File: config.mk
export PLATFORM = sky130hd
export DESIGN_NAME = instr_loader
export DESIGN_NICKNAME = d
export VERILOG_FILES = /design/src/rtl/cpu_pkg.sv /design/src/rtl/opcode_legal.sv /design/src/rtl/instr_loader.sv
export SDC_FILE = /design/constraint.sdc
export NUM_CORES = 1
export LEC_CHECK = 0
export ABC_AREA = 1
export CAP_MARGIN = 10
export CORE_ASPECT_RATIO = 1.4
export CORE_MARGIN = 4
export CORE_UTILIZATION = 48
export CTS_CLUSTER_DIAMETER = 40
export DETAILED_ROUTE_END_ITERATION = 6
export PLACE_DENSITY_LB_ADDON = 0.1
export SYNTH_ARGS = -nofsm -noshare
export SYNTH_HDL_FRONTEND = slang
export SYNTH_HIERARCHICAL = 1
export SYNTH_SLANG_ARGS = --single-unit
File: constraint.sdc
create_clock -name clk -period 1.8 [get_ports clk]
set_clock_uncertainty 0.05 [all_clocks]
set_input_delay 0.45 -clock clk [delete_from_list [all_inputs] [get_ports clk]]
set_output_delay 0.45 -clock clk [all_outputs]
set_load 0.01 [all_outputs]
File: src/rtl/cpu_pkg.sv
// Shared CPU definitions: opcode encodings, loader state type and loader error codes.
// INSTR_LOADER_CHECKSUM_EN adds the checksum-verify state to the loader state type.
package cpu_pkg;

  localparam logic [3:0] OP_HALT  = 4'b0000;
  localparam logic [3:0] OP_ANDI  = 4'b0001;
  localparam logic [3:0] OP_ORI   = 4'b0010;
  localparam logic [3:0] OP_BGT   = 4'b0100;
  localparam logic [3:0] OP_BLT   = 4'b0101;
  localparam logic [3:0] OP_BEQ   = 4'b0110;
  localparam logic [3:0] OP_JMP   = 4'b0111;
  localparam logic [3:0] OP_LBU   = 4'b1010;
  localparam logic [3:0] OP_SB    = 4'b1011;
  localparam logic [3:0] OP_LW    = 4'b1100;
  localparam logic [3:0] OP_SW    = 4'b1101;
  localparam logic [3:0] OP_TYPEA = 4'b1111;

  localparam logic [1:0] ERR_NONE     = 2'b00;
  localparam logic [1:0] ERR_ILLEGAL  = 2'b01;
  localparam logic [1:0] ERR_OVERFLOW = 2'b10;
  localparam logic [1:0] ERR_CHECKSUM = 2'b11;

`ifdef INSTR_LOADER_CHECKSUM_EN
  typedef enum logic [2:0] {StIdle, StHi, StLo, StWrite, StDone, StErr, StChk} loader_state_e;
`else
  typedef enum logic [2:0] {StIdle, StHi, StLo, StWrite, StDone, StErr} loader_state_e;
`endif

endpackage

File: src/rtl/opcode_legal.sv
// Combinational opcode decoder: flags the opcodes the control unit can execute.
module opcode_legal
  import cpu_pkg::*;
(
  input  logic [3:0] opcode,
  output logic       legal
);

  always_comb begin
    legal = 1'b0;
    case (opcode)
      OP_HALT, OP_ANDI, OP_ORI, OP_BGT, OP_BLT, OP_BEQ, OP_JMP,
      OP_LBU, OP_SB, OP_LW, OP_SW, OP_TYPEA: legal = 1'b1;
      default:                                legal = 1'b0;
    endcase
  end

endmodule

File: src/rtl/instr_loader.sv
// Program loader: assembles big-endian 16-bit words from a byte stream and writes them to imem.
// INSTR_LOADER_CHECKSUM_EN adds a trailing XOR checksum byte verified after the halt word.
module instr_loader
  import cpu_pkg::*;
#(
  parameter int unsigned ADDR_W = 8,
  parameter int unsigned DATA_W = 16
) (
  input  logic              clk,
  input  logic              rst,
  input  logic              start,
  input  logic [7:0]        byte_in,
  input  logic              byte_valid,
  output logic              byte_ready,
  output logic              imem_we,
  output logic [ADDR_W-1:0] imem_addr,
  output logic [DATA_W-1:0] imem_wdata,
  output logic              busy,
  output logic              done,
  output logic              error,
  output logic [1:0]        err_code,
  output logic [ADDR_W:0]   word_count
);

  loader_state_e     state_q, state_d;
  logic [ADDR_W-1:0] addr_q, addr_d;
  logic [DATA_W-1:0] word_q, word_d;
  logic [ADDR_W:0]   count_q, count_d;
  logic [1:0]        code_q, code_d;
  logic              ready_q, ready_d;
  logic              we_q, we_d;
  logic              busy_q, busy_d;
  logic              done_q, done_d;
  logic              error_q, error_d;
  logic              op_legal;
`ifdef INSTR_LOADER_CHECKSUM_EN
  logic [7:0]        xor_q, xor_d;
`endif

  // Opcode comes from the high byte captured in HI, so it is valid during LO.
  opcode_legal u_opcode_legal (
    .opcode (word_q[DATA_W-1 -: 4]),
    .legal  (op_legal)
  );

  always_comb begin
    state_d = state_q;
    addr_d  = addr_q;
    word_d  = word_q;
    count_d = count_q;
    code_d  = code_q;
`ifdef INSTR_LOADER_CHECKSUM_EN
    xor_d   = xor_q;
`endif
    case (state_q)
      StIdle, StDone, StErr: begin
        if (start) begin
          state_d = StHi;
          addr_d  = '0;
          count_d = '0;
          code_d  = ERR_NONE;
`ifdef INSTR_LOADER_CHECKSUM_EN
          xor_d   = '0;
`endif
        end
      end
      StHi: begin
        if (byte_valid) begin
          word_d[DATA_W-1 -: 8] = byte_in;
          state_d               = StLo;
`ifdef INSTR_LOADER_CHECKSUM_EN
          xor_d                 = xor_q ^ byte_in;
`endif
        end
      end
      StLo: begin
        if (byte_valid) begin
          word_d[7:0] = byte_in;
`ifdef INSTR_LOADER_CHECKSUM_EN
          xor_d       = xor_q ^ byte_in;
`endif
          if (op_legal) begin
            state_d = StWrite;
          end else begin
            state_d = StErr;
            code_d  = ERR_ILLEGAL;
          end
        end
      end
      StWrite: begin
        count_d = count_q + (ADDR_W+1)'(1);
        if (word_q[DATA_W-1 -: 4] == OP_HALT) begin
`ifdef INSTR_LOADER_CHECKSUM_EN
          state_d = StChk;
`else
          state_d = StDone;
`endif
        end else if (addr_q == {ADDR_W{1'b1}}) begin
          state_d = StErr;
          code_d  = ERR_OVERFLOW;
        end else begin
          addr_d  = addr_q + ADDR_W'(1);
          state_d = StHi;
        end
      end
`ifdef INSTR_LOADER_CHECKSUM_EN
      StChk: begin
        if (byte_valid) begin
          if (byte_in == xor_q) begin
            state_d = StDone;
          end else begin
            state_d = StErr;
            code_d  = ERR_CHECKSUM;
          end
        end
      end
`endif
      default: state_d = StIdle;
    endcase

    // Outputs are registered from the next state so they line up with the state they describe.
    busy_d  = (state_d == StHi) || (state_d == StLo) || (state_d == StWrite);
    ready_d = (state_d == StHi) || (state_d == StLo);
`ifdef INSTR_LOADER_CHECKSUM_EN
    busy_d  = busy_d || (state_d == StChk);
    ready_d = ready_d || (state_d == StChk);
`endif
    we_d    = (state_d == StWrite);
    done_d  = (state_d == StDone);
    error_d = (state_d == StErr);
  end

  always_ff @(posedge clk) begin
    if (rst) begin
      state_q <= StIdle;
      addr_q  <= '0;
      word_q  <= '0;
      count_q <= '0;
      code_q  <= ERR_NONE;
      ready_q <= 1'b0;
      we_q    <= 1'b0;
      busy_q  <= 1'b0;
      done_q  <= 1'b0;
      error_q <= 1'b0;
`ifdef INSTR_LOADER_CHECKSUM_EN
      xor_q   <= '0;
`endif
    end else begin
      state_q <= state_d;
      addr_q  <= addr_d;
      word_q  <= word_d;
      count_q <= count_d;
      code_q  <= code_d;
      ready_q <= ready_d;
      we_q    <= we_d;
      busy_q  <= busy_d;
      done_q  <= done_d;
      error_q <= error_d;
`ifdef INSTR_LOADER_CHECKSUM_EN
      xor_q   <= xor_d;
`endif
    end
  end

  // A reset arriving during WRITE must suppress that cycle's memory write.
  assign imem_we    = we_q & ~rst;
  assign imem_addr  = addr_q;
  assign imem_wdata = word_q;
  assign byte_ready = ready_q;
  assign busy       = busy_q;
  assign done       = done_q;
  assign error      = error_q;
  assign err_code   = code_q;
  assign word_count = count_q;

endmodule

### Yosys cells after proc, flatten, opt, wreduce, memory -nomap -nowiden

Memories as Yosys holds them, arrays and structs flattened. A register that Yosys moved wholly into a read port is not among the register bits.
Index checks and enable logic that the tools add are counted.
W data, S select, Z words.

* register bits: 43
* bits in read-only memories: 16
* input bits: 12
* logic and storage cells: 66
* memories: 1

* $add $sub $neg: 2
* equality and inequality tests: 17
* multiplexer cells: 21
* bitwise gates (word level): 2
* reduce and logical (&&, ||, !) cells: 12

Memory list
* (no name shown): depth 16, width 1, rd ports 1, clocked after Yosys merged registers in 1, wr ports 0, line opcode_legal.sv:11 `case (opcode)`

Operators by type and width (number)
* $mux W8: 3
* $mux W3: 6
* $pmux W9 S2: 1
* $pmux W8 S2: 1
* $eq A3 B2 Y1 const B: 4
* $eq A3 B3 Y1 const B: 4
* $ne A2 B2 Y1 const B: 6
* $pmux W3 S4: 1
* $mux W2: 5
* $add A9 B1 Y9 const B: 1
* $mux W9: 1
* $add A8 B1 Y8 const B: 1
* $eq A8 B8 Y1 const B: 1
* $mux W4: 2
* $eq A3 B1 Y1 const B: 2
* $pmux W2 S3: 1
* $reduce_and A2 Y1: 3
* $reduce_and A6 Y1: 1
* $logic_not A4 Y1: 1
* $reduce_and A4 Y1: 1
* $logic_not A3 Y1: 1
* $reduce_bool A3 Y1: 1
* $reduce_or A3 Y1: 1
* $logic_or A1 B1 Y1: 2
* other kinds (3): 3

### Longest topological paths before layout

* depth after elaboration: 7
* depth in mapped cells: 12
* mapped depth without buffers: 12

### Hierarchy

The synthesis kept the hierarchy.

By module, submodules not included
* instr_loader: instances 1, cells each 280, area an instance 1953.1 um2, seq. area each 860.8 um2
* opcode_legal: instances 1, cells each 10, area an instance 40.0 um2, seq. area each 0.0 um2

### Least setup slack after synthesis

Ideal clock, no wire load.

* path type: register -> register
* from: register addr_q[0], in the netlist imem_addr[0]
* to: register addr_q[1], in the netlist imem_addr[1]
* setup time: 0.113 ns
* arrival: 1.273 ns
* data required time: 1.637 ns
* path slack: 0.364 ns
* cell stages (with the launch flop): 11
* buffers on the path: 0
* period minus slack after synthesis: 1.436 ns
* cell sequence: dfxtp_1 -> ha_1 -> nand2_1 -> nor2_2 -> nand2_1 -> nand2_2 -> nand2_4 -> nand2_4 -> inv_4 -> nor2_1 -> nor2_1

* word-level cells in the longest chain between the ends: 4

RTL lines
* start: declaration: line instr_loader.sv:26 `logic [ADDR_W-1:0] addr_q, addr_d;`
* start signal: assignment: line instr_loader.sv:150 `addr_q <= addr_d;`
* $add A8 B1 Y8: line instr_loader.sv:102 `addr_d = addr_q + ADDR_W'(1);`
* $mux W8: line instr_loader.sv:98 `end else if (addr_q == {ADDR_W{1'b1}}) begin`
* $mux W8: line instr_loader.sv:92 `if (word_q[DATA_W-1 -: 4] == OP_HALT) begin`
* $pmux W8 S2: line instr_loader.sv:55 `case (state_q)`

Parallel ways exist; a longest one is shown, timed or not. The select of a mux whose other input is x is not followed.
A chain may end at the register's enable or synchronous reset.

### Worst setup path in the final report

* from: register addr_q[4], in the netlist imem_addr[4]
* to: output port imem_addr[4]

RTL lines
* end: declaration: line instr_loader.sv:16 `output logic [ADDR_W-1:0] imem_addr,`

No word-level cell between the ends.

==> run metrics <==
max-slew violation count 0; fin cells 395; slowest CP cell clkdlybuf4s50_1; first-pass GRT wire length 8090 µm; Hold Slack 0.410 ns; P_leak 0.00112 µW; Vias 1974; Seq cells post-synth 43; Crit Path Max Fanout 4; sw frac 29.5%; placed cells 387; cell area after layout 0.00270 mm²; clk slew on worst S/H paths 0.07 ns; CTS tree yes; worst setup path end imem_addr[4]; GRT overflow 0; R2R Path Start state_q[0]$_SDFF_PP0_; Seq/Total Area, Yosys 43.2%; Starting Density 50.0%; gr usage total 18.6%; io pins 52; endpoints failing setup 0; RSZ-0062 raised after global routing false; Worst path top cell family by delay buffers and inverters; Routed Antenna Nets 0; yosys warns 6; combinational family with the most area after synthesis simple AND/OR/NAND/NOR gates; Buffers on Ports 51; drt wl/cell 11.6 µm; Inserted Clock Buffers 5; Compound-Gate Fraction of Synth Area 12.4%; Syn Area/Cell 6.87 µm²; Net Sw Power 623 µW; Crit path required time 1.30 ns; R2R setup slack 0.26 ns; count leader, synth nor2_1; fmax 569 MHz; Cell Chain, Critical Path clkdlybuf4s50_1; CP startpoint imem_addr[4]$_SDFFE_PP0P_; stages on the worst setup path 1; Die Area 0.00526 mm²; H-tree depth 2; CTS Root Cell clkbuf_8; final core utilization 67.8%; cts hold-fix bufs 0; R2R Path End word_count[8]$_SDFFE_PP0P_; vias per cell 5.00; post-route minimum period 1.76 ns; area share of the largest cell type after synthesis 43.2%; max cap viols 0; Final Hold Viols 0; FP Rows 27; Syn Nets 304; DRC Markers 0; DRT Wirelength 4580 µm; pin count of the biggest net entering global routing 17; Die Ht 84.2 µm; vias in the first global route 1937; Hold WC Path Type reg -> reg; DR iter-0 viols 65; fill count 364; Register Area 872 µm²; Netlist cell types 27; initial antenna violation count 0; Critical Path Start Type flip-flop; Reg power frac 50.0%; asr flop ratio synth 0%; max_slew headroom 81.1%; CP max stage delay 0.56 ns; post-synthesis cell area 0.00199 mm²; critical path type reg -> out; cell taking the most area after synthesis dfxtp_1; Hold Crit Start err_code[0]$_SDFFE_PP0P_; share of layout cells above drive strength 1 13.4%; P per Cell Area 781 mW/mm²; mux cell area share after synthesis 0%; Area Growth Syn to Fin 35.5%; nets 365; Skew-Pair Late Insertion Delay 0.29 ns; EDFF count, synth 0; Internal Pwr Total 1490 µW; R2R depth 7; Commonest cells post-synth nor2_1, nand2_1, dfxtp_1; ranking of synthesized cells by area dfxtp_1, nor2_1, nand2_1; WP data arrival 1.26 ns; Max Root-Sink Buffers 2; Post-Place Cell Area 0.00261 mm²; multi-input combinational cell area 988 µm²; Placer Congestion 0.841; XOR/XNOR Fraction of Synth Area 0.439%; Post-Synth Adder-Cell Area 1.26%; Core ar. 0.00399 mm²; Clock power frac 27.6%; n_diodes 0; combinational share of power 22.4%; Cells after Synth 290; crit end category output pin; post-DP HPWL 3480 µm; die width 62.5 µm; Worst Tran Pin Value 0.282 ns; total clock sinks 43; Tcrit/Tclk final 97.6%; Synth Area in Simple Gates 35.5%; DR pass1 iterations 4; status finished, final reports clean; Worst Path Buf+Inv 1; top_reg_cell synth dfxtp_1; VDD IR max 466 µV
-- sequential cells by signal, summed over array words and instances (netlist names) --
register	count
imem_addr	8
state_q	3
err_code	2
word_count	9
busy	1
imem_wdata	16
done	1
we_q	1
error	1
byte_ready	1
-- repair_timing --
item | in CTS | in global routing
pin swaps | 0 | 0
setup endpoints to repair | 5 | 7
setup buffers | 0 | 0
gates resized for setup | 6 | 7
-- cell families after synthesis --
family / Yosys count
buffers and inverters: 36
XOR/XNOR: 1
AO/OA/AOI/OAI: 48
flip-flops: 43
adder cells (fa/ha/maj): 2
AND/OR/NAND/NOR: 160
-- power groups by stage --
stage	registers [µW]	clock network (µW)	logic [µW]
after floorplan	1090	0	264
after global placement	1070	0	471
after detailed placement	1070	0	477
after CTS	1050	594	477
after global routing	1060	640	534
final	1060	582	472
-- layout make-up --
cell class / count / area share [%]
multi-input combinational: 211 / 36.6
sequential: 43 / 32.3
timing repair buffer: 58 / 21.4
inverter: 32 / 4.72
clock buffer: 7 / 2.83
tap: 43 / 1.99
clock inverter: 1 / 0.185
-- how the worst min path moves through the flow --
stage	endpoint	slack, ns	cells after the start
after floorplan	err_code[1]$_SDFFE_PP0P_	0.43	2
after global placement	err_code[0]$_SDFFE_PP0P_	0.40	2
after detailed placement	err_code[0]$_SDFFE_PP0P_	0.40	2
after CTS	err_code[0]$_SDFFE_PP0P_	0.41	2
after global routing	err_code[0]$_SDFFE_PP0P_	0.45	2
final	err_code[0]$_SDFFE_PP0P_	0.41	2
-- stage by stage --
stage | setup TNS, ns | worst slack, ns | power (µW)
after global placement | -2.49 | -0.306 | 1540
after detailed placement | -2.34 | -0.289 | 1550
final | 0 | 0.0437 | 2110
after global routing | 0 | 0.00615 | 2240
after CTS | 0 | 0.0271 | 2130
after floorplan | 0 | 0.364 | 1350
-- layout by cell type, fill, tap and decap left out, types with 5 or more instances in the layout --
master           count
nand2_1             54
inv_2                5
inv_1               25
nor2_1              70
o21ai_0             22
clkbuf_8             5
nand2_2              8
dfxtp_1             34
nand3_1             16
buf_4                6
a21oi_1             21
clkdlybuf4s50_1     47
dfxtp_2              9
-- routing by layer --
metal  part of all wire, %  track usage [%]
met3                   6.2             5.76
met5                     0                0
met2                    51             34.2
met1                    42             19.3
met4                   1.5             7.63
Power figures use the tool's default switching activity.
